`src/rtl/regs_wb_ctrl_pkg.sv`:
```
// Shared register-file geometry and write-back source tags for the write-side controller.
package regs_wb_ctrl_pkg;

    localparam int DEF_REG_ADDR_WIDTH = 5;
    localparam int DEF_CPU_WIDTH      = 32;
    localparam int DEF_REG_DATA_DEPTH = 32;

    localparam logic WB_SRC_ALU = 1'b0;
    localparam logic WB_SRC_LL  = 1'b1;

endpackage

```
`src/rtl/regs_scoreboard.sv`:
```
// Pending-destination scoreboard: one bit per register, set on long-latency issue,
// cleared when that register's long-latency result commits; set wins over clear.
module regs_scoreboard import regs_wb_ctrl_pkg::*; #(
    parameter int REG_ADDR_WIDTH = DEF_REG_ADDR_WIDTH,
    parameter int REG_DATA_DEPTH = DEF_REG_DATA_DEPTH
) (
    input  logic                      clk,
    input  logic                      rst_n,
    input  logic                      set_en_i,
    input  logic [REG_ADDR_WIDTH-1:0] set_rd_i,
    input  logic                      clr_en_i,
    input  logic [REG_ADDR_WIDTH-1:0] clr_rd_i,
    input  logic [REG_ADDR_WIDTH-1:0] rs1_adder_i,
    input  logic [REG_ADDR_WIDTH-1:0] rs2_adder_i,
    input  logic [REG_ADDR_WIDTH-1:0] rd_adder_i,
    output logic                      hazard_stall_o
);

    logic [REG_DATA_DEPTH-1:0] pending_q;
    logic [REG_DATA_DEPTH-1:0] pending_d;
    logic [REG_DATA_DEPTH-1:0] set_mask;
    logic [REG_DATA_DEPTH-1:0] clr_mask;

    always_comb begin
        set_mask = '0;
        clr_mask = '0;
        if (set_en_i && (set_rd_i != '0)) set_mask[set_rd_i] = 1'b1;
        if (clr_en_i) clr_mask[clr_rd_i] = 1'b1;
        pending_d = (pending_q & ~clr_mask) | set_mask;
    end

    always_ff @(posedge clk) begin
        if (!rst_n) pending_q <= '0;
        else        pending_q <= pending_d;
    end

    assign hazard_stall_o = ((rs1_adder_i != '0) && pending_q[rs1_adder_i]) ||
                            ((rs2_adder_i != '0) && pending_q[rs2_adder_i]) ||
                            ((rd_adder_i  != '0) && pending_q[rd_adder_i]);

endmodule

```
`src/rtl/regs_wb_ctrl.sv`:
```
// Register-file write-port arbiter: ALU first, then the one-entry skid buffer, then a
// direct long-latency result; registered write outputs carry a source tag for the scoreboard.
module regs_wb_ctrl import regs_wb_ctrl_pkg::*; #(
    parameter int REG_ADDR_WIDTH = DEF_REG_ADDR_WIDTH,
    parameter int CPU_WIDTH      = DEF_CPU_WIDTH,
    parameter int REG_DATA_DEPTH = DEF_REG_DATA_DEPTH
) (
    input  logic                      clk,
    input  logic                      rst_n,
    input  logic                      alu_wr_en_i,
    input  logic [REG_ADDR_WIDTH-1:0] alu_wr_adder_i,
    input  logic [CPU_WIDTH-1:0]      alu_wr_data_i,
    input  logic                      ll_issue_i,
    input  logic [REG_ADDR_WIDTH-1:0] ll_issue_rd_i,
    input  logic                      ll_valid_i,
    output logic                      ll_ready_o,
    input  logic [REG_ADDR_WIDTH-1:0] ll_rd_i,
    input  logic [CPU_WIDTH-1:0]      ll_data_i,
    input  logic [REG_ADDR_WIDTH-1:0] rs1_adder_i,
    input  logic [REG_ADDR_WIDTH-1:0] rs2_adder_i,
    input  logic [REG_ADDR_WIDTH-1:0] rd_adder_i,
    output logic                      hazard_stall_o,
    output logic                      reg_wr_en_o,
    output logic [REG_ADDR_WIDTH-1:0] reg_wr_adder_o,
    output logic [CPU_WIDTH-1:0]      reg_wr_data_o
);

    logic                      skid_full_q,    skid_full_d;
    logic [REG_ADDR_WIDTH-1:0] skid_rd_q,      skid_rd_d;
    logic [CPU_WIDTH-1:0]      skid_data_q,    skid_data_d;
    logic                      reg_wr_en_q,    reg_wr_en_d;
    logic [REG_ADDR_WIDTH-1:0] reg_wr_adder_q, reg_wr_adder_d;
    logic [CPU_WIDTH-1:0]      reg_wr_data_q,  reg_wr_data_d;
    logic                      reg_wr_src_q,   reg_wr_src_d;
    logic                      ll_hs;
    logic                      wr_sel;

    always_comb begin
        ll_hs          = ll_valid_i && !skid_full_q;
        wr_sel         = 1'b0;
        reg_wr_adder_d = reg_wr_adder_q;
        reg_wr_data_d  = reg_wr_data_q;
        reg_wr_src_d   = reg_wr_src_q;
        skid_full_d    = skid_full_q;
        skid_rd_d      = skid_rd_q;
        skid_data_d    = skid_data_q;
        if (alu_wr_en_i) begin
            wr_sel         = 1'b1;
            reg_wr_adder_d = alu_wr_adder_i;
            reg_wr_data_d  = alu_wr_data_i;
            reg_wr_src_d   = WB_SRC_ALU;
            if (ll_hs) begin
                skid_full_d = 1'b1;
                skid_rd_d   = ll_rd_i;
                skid_data_d = ll_data_i;
            end
        end else if (skid_full_q) begin
            wr_sel         = 1'b1;
            reg_wr_adder_d = skid_rd_q;
            reg_wr_data_d  = skid_data_q;
            reg_wr_src_d   = WB_SRC_LL;
            skid_full_d    = 1'b0;
        end else if (ll_hs) begin
            wr_sel         = 1'b1;
            reg_wr_adder_d = ll_rd_i;
            reg_wr_data_d  = ll_data_i;
            reg_wr_src_d   = WB_SRC_LL;
        end
        // x0 is hardwired zero: address/data still move, only the enable is withheld
        reg_wr_en_d = wr_sel && (reg_wr_adder_d != '0);
    end

    always_ff @(posedge clk) begin
        if (!rst_n) begin
            skid_full_q    <= 1'b0;
            skid_rd_q      <= '0;
            skid_data_q    <= '0;
            reg_wr_en_q    <= 1'b0;
            reg_wr_adder_q <= '0;
            reg_wr_data_q  <= '0;
            reg_wr_src_q   <= WB_SRC_ALU;
        end else begin
            skid_full_q    <= skid_full_d;
            skid_rd_q      <= skid_rd_d;
            skid_data_q    <= skid_data_d;
            reg_wr_en_q    <= reg_wr_en_d;
            reg_wr_adder_q <= reg_wr_adder_d;
            reg_wr_data_q  <= reg_wr_data_d;
            reg_wr_src_q   <= reg_wr_src_d;
        end
    end

    assign ll_ready_o     = !skid_full_q;
    assign reg_wr_en_o    = reg_wr_en_q;
    assign reg_wr_adder_o = reg_wr_adder_q;
    assign reg_wr_data_o  = reg_wr_data_q;

    regs_scoreboard #(
        .REG_ADDR_WIDTH (REG_ADDR_WIDTH),
        .REG_DATA_DEPTH (REG_DATA_DEPTH)
    ) u_scoreboard (
        .clk            (clk),
        .rst_n          (rst_n),
        .set_en_i       (ll_issue_i),
        .set_rd_i       (ll_issue_rd_i),
        .clr_en_i       (reg_wr_en_q && (reg_wr_src_q == WB_SRC_LL)),
        .clr_rd_i       (reg_wr_adder_q),
        .rs1_adder_i    (rs1_adder_i),
        .rs2_adder_i    (rs2_adder_i),
        .rd_adder_i     (rd_adder_i),
        .hazard_stall_o (hazard_stall_o)
    );

endmodule
```
`config.mk`:
```
export PLATFORM = sky130hd
export DESIGN_NAME = regs_wb_ctrl
export DESIGN_NICKNAME = d
export VERILOG_FILES = /design/src/rtl/regs_wb_ctrl_pkg.sv /design/src/rtl/regs_scoreboard.sv /design/src/rtl/regs_wb_ctrl.sv
export SDC_FILE = /design/constraint.sdc
export NUM_CORES = 1
export LEC_CHECK = 0
export CAP_MARGIN = 30
export CORE_AREA = 2 2 144 146
export CTS_BUF_LIST = sky130_fd_sc_hd__clkbuf_16
export DETAILED_ROUTE_END_ITERATION = 8
export DIE_AREA = 0 0 146 148
export SLEW_MARGIN = 20
export SYNTH_ARGS = -nofsm -noshare
export SYNTH_HDL_FRONTEND = slang
export SYNTH_HIERARCHICAL = 1
export SYNTH_SLANG_ARGS = --single-unit
export TNS_END_PERCENT = 20
```
`constraint.sdc`:
```
create_clock -name clk -period 1.6 [get_ports clk]
set_input_delay 0.16 -clock clk [delete_from_list [all_inputs] [get_ports clk]]
set_output_delay 0.16 -clock clk [all_outputs]
set_load 0.05 [all_outputs]
```
==> metrics.txt <==
CTS buffer count 9; Routed Antenna Nets 0; Hold Path Class input port to flip-flop; Post-Route WL 18.31 mm; CP startpoint kind flip-flop; final-report max-slew violation count 0; Final WS setup -0.5587 ns; CP endpoint kind output port; hold endpoint skid_full_q$_SDFFE_PN0N_; Primary FF master, synth dfxtp_1; pwr dens roughly 800 nW/um^2; # rows between 50 and 60; Net count, final between 900 and 1000; Final Setup Violations 1; routed len/inst 16.04 microns; Clk pin slew, worst setup/hold paths approximately 0.08 ns; drt first-iter violations 276; I/O Buffers ~140; via/cell ratio around 4.9; FF-to-FF setup slack about 0.18 ns; max-capacitance violation count 0; clk root buf clkbuf_16; synthesized net count around 800; status finished with violations; Max Freq between 400 and 500 MHz; Ys Warns 6; grt total ovfl 0; synth-to-layout area growth 39.29%; Mapped Cells approximately 700; Tightest Pin Transition roughly 0.59 ns; Hold Path Cell Cnt 3; crit share post-route 1.349; mean cell area of the mapped netlist 8.566 sq um; die area 21610 sq um; H-tree levels 3; CP arrival roughly 2.0 ns; Starting Density 0.2975; first-pass iteration count of the detailed router 5; largest net degree at the start of global routing 70; TritonCTS clock tree built; Post-synth EDFFs 0; post-synth cell types between 40 and 50; Crit path required time 1.44 ns; Die Ht ~150 microns; Core Area between 20000 and 25000 sq um; worst setup path class flip-flop to output port; CP max-delay cell mux4_2; GPL Wtd Cong 0.8943; hold wc startpoint alu_wr_en_i; Final Critical Period roughly 2.2 ns; worst-case reg-to-reg path depth 6; Filler cells roughly 2100; RR Endpoint skid_data_q[22]$_SDFFE_PN0P_; CP Buf/Inv Count 1; number of global-route vias before repair 5409; maximum root-to-sink buffer count 2; DP Area between 7000 and 8000 sq um; max incr delay on CP ~0.47 ns; GR Util All Layers 0.1689; Worst VDD drop around 0.50 mV; # IOs about 140; Worst R2R Start skid_full_q$_SDFFE_PN0N_; P_leak 3.168 nW; Crit Path Max Fanout 4; share of cells above drive strength 1 0.2090; synthesized cell area between 5000 and 6000 sq um; cts hold-fix bufs 0; clk sinks approximately 110; first-pass GRT wire length between 20 and 30 mm; register area share after synthesis 0.3660; clock latency on the worst-skew pair between 0.3 and 0.4 ns; Top delay family on crit path multiplexers; final hold violation count 0; Layout Utilization 0.4144; design area between 8000 and 9000 sq um; failing checks setup timing; antenna violations before repair 3; flop and latch count out of synthesis around 110; DRC 0; DP Worst Slack -0.7558 ns; crit-path cells mux4_2 > mux2_4 > a32oi_1 > nand4_1 > buf_6; ys async rst share 0; Die W between 100 and 150 microns; Detailed Place HPWL 13.44 mm; RSZ-0062 raised after global routing true; Fin Clk Skew between 0.008 and 0.009 ns; Slew HR 0.6066; via count between 5000 and 6000
worst max path at each step:
stage | depth (start not counted) | startpoint | endpoint | slack (ns)
floorplan | 6 | rs1_adder_i[0] | hazard_stall_o | -0.25
global placement | 8 | rs1_adder_i[0] | hazard_stall_o | -0.75
detailed placement | 8 | rs1_adder_i[0] | hazard_stall_o | -0.76
CTS | 7 | u_scoreboard/pending_q[7]$_SDFF_PN0_ | hazard_stall_o | -0.55
global route | 9 | rs1_adder_i[0] | hazard_stall_o | -0.65
finish | 5 | u_scoreboard/pending_q[26]$_SDFF_PN0_ | hazard_stall_o | -0.56
synthesized netlist by cell type (2+ instances only):
cell type    n  area share
nand3b_1     6      0.0076
or3b_2       3      0.0044
clkbuf_1    13      0.0082
a221oi_2     3      0.0076
mux2i_1     44       0.074
nor2b_1      8      0.0084
buf_1        3      0.0019
and2_1       5      0.0052
mux2_2       5      0.0094
a21boi_0    31       0.039
inv_1        8      0.0050
o21ai_1     32       0.027
buf_4        5      0.0063
o21ai_0     32       0.027
nand2b_1     2      0.0021
nor3b_1     10       0.013
nor4_1       2      0.0021
dfxtp_1    109        0.37
mux4_2      11       0.042
buf_2       18       0.015
buf_6       11       0.021
or3_1        2      0.0021
and3b_1      2      0.0029
mux4_1       7       0.031
nor2_1       8      0.0050
nand2_1    211        0.13
a21boi_1    69       0.087
a2111oi_0    6      0.0088
nand3_1      3      0.0025
nor3b_2      3      0.0063
o211a_1      2      0.0034
and3_1       3      0.0031
a21oi_1      3      0.0025
a221oi_1     2      0.0029
nor3_1       3      0.0025
cells by family after synthesis:
family	Yosys count	share of synthesized area
multiplexers	67	0.1557
flip-flops	109	0.3660
AO/OA/AOI/OAI	186	0.2147
buffers and inverters	59	0.05792
AND/OR/NAND/NOR	275	0.2057
placed cells by master (no fill, tap or decap), types with 3 or more instances in the layout:
cell             count
a2111oi_2            4
a21boi_0            31
a21boi_1            69
a21oi_1              3
a221oi_2             4
and2_1               5
and3_1               3
buf_12              10
buf_4               95
buf_6                6
clkbuf_16            9
clkdlybuf4s50_1     90
clkinv_4             3
dfxtp_1            100
dfxtp_2              8
dlygate4sd2_1        6
inv_1                8
mux2_2               4
mux2i_1             44
mux4_2              17
nand2_1            210
nand3b_1             6
nor2_1               8
nor2b_1              8
nor3b_1             10
nor3b_2              3
o21ai_0             32
o21ai_1             32
power by group:
group | total [mW] | leakage (nW) | switching (mW) | internal [mW]
Combinational | 1.50 | 2.12 | 0.801 | 0.701
Clock | 2.31 | 0.150 | 1.09 | 1.22
Sequential | 2.92 | 0.896 | 0.0855 | 2.84
Total | 6.74 | 3.17 | 1.98 | 4.76
through the flow:
step | hold WS (ns) | power (mW) | std cells | setup TNS, ns
4_1_cts | 0.2561 | 6.819 | 1141 | -0.5497
5_1_grt | 0.2706 | 7.032 | 1141 | -0.6468
3_5_place_dp | 0.4471 | 4.471 | 1123 | -0.8429
6_report | 0.2721 | 6.737 | 1142 | -0.5587
2_1_floorplan | 0.2948 | 3.807 | 696 | -1.634
3_3_place_gp | 0.4396 | 4.465 | 1123 | -0.8312
routing by layer:
layer | vias up | share of wire | track usage
met5 | - | 0 | 0
met4 | 0 | 0.024 | 0.06408
met3 | 34 | 0.070 | 0.04722
met2 | 163 | 0.47 | 0.2781
met1 | 2616 | 0.44 | 0.2112
li1 | 2766 | - | -
state kept, by name (all words and copies together), names as in the netlist:
name,flops
reg_wr_adder_o,5
reg_wr_data_o,32
reg_wr_en_o,1
skid_rd_q,5
skid_data_q,32
reg_wr_src_q,1
u_scoreboard/pending_q,32
skid_full_q,1
tightest hold or removal path, cell delays in order:
cell and delay (ns):
buf_2 0.16, buf_4 0.18, o211a_1 0.10
layout make-up:
cell class | instances | area (sq um) | area share
Tap cell | 270 | 337.8 | 0.04068
Sequential cell | 109 | 2196 | 0.2644
Antenna cell | 1 | 2.502 | 0.0003013
Inverter | 9 | 33.78 | 0.004068
Clock inverter | 7 | 75.07 | 0.009040
Clock buffer | 9 | 225.2 | 0.02712
Timing Repair Buffer | 209 | 1944 | 0.2341
Multi-Input combinational cell | 528 | 3490 | 0.4202
repair_timing:
action,4_1_cts,5_1_grt
gates resized for setup,33,10
setup buffers,3,0
pin swaps,8,1
setup endpoints to repair,1,5
No activity file was read; power rests on OpenSTA's default activity.
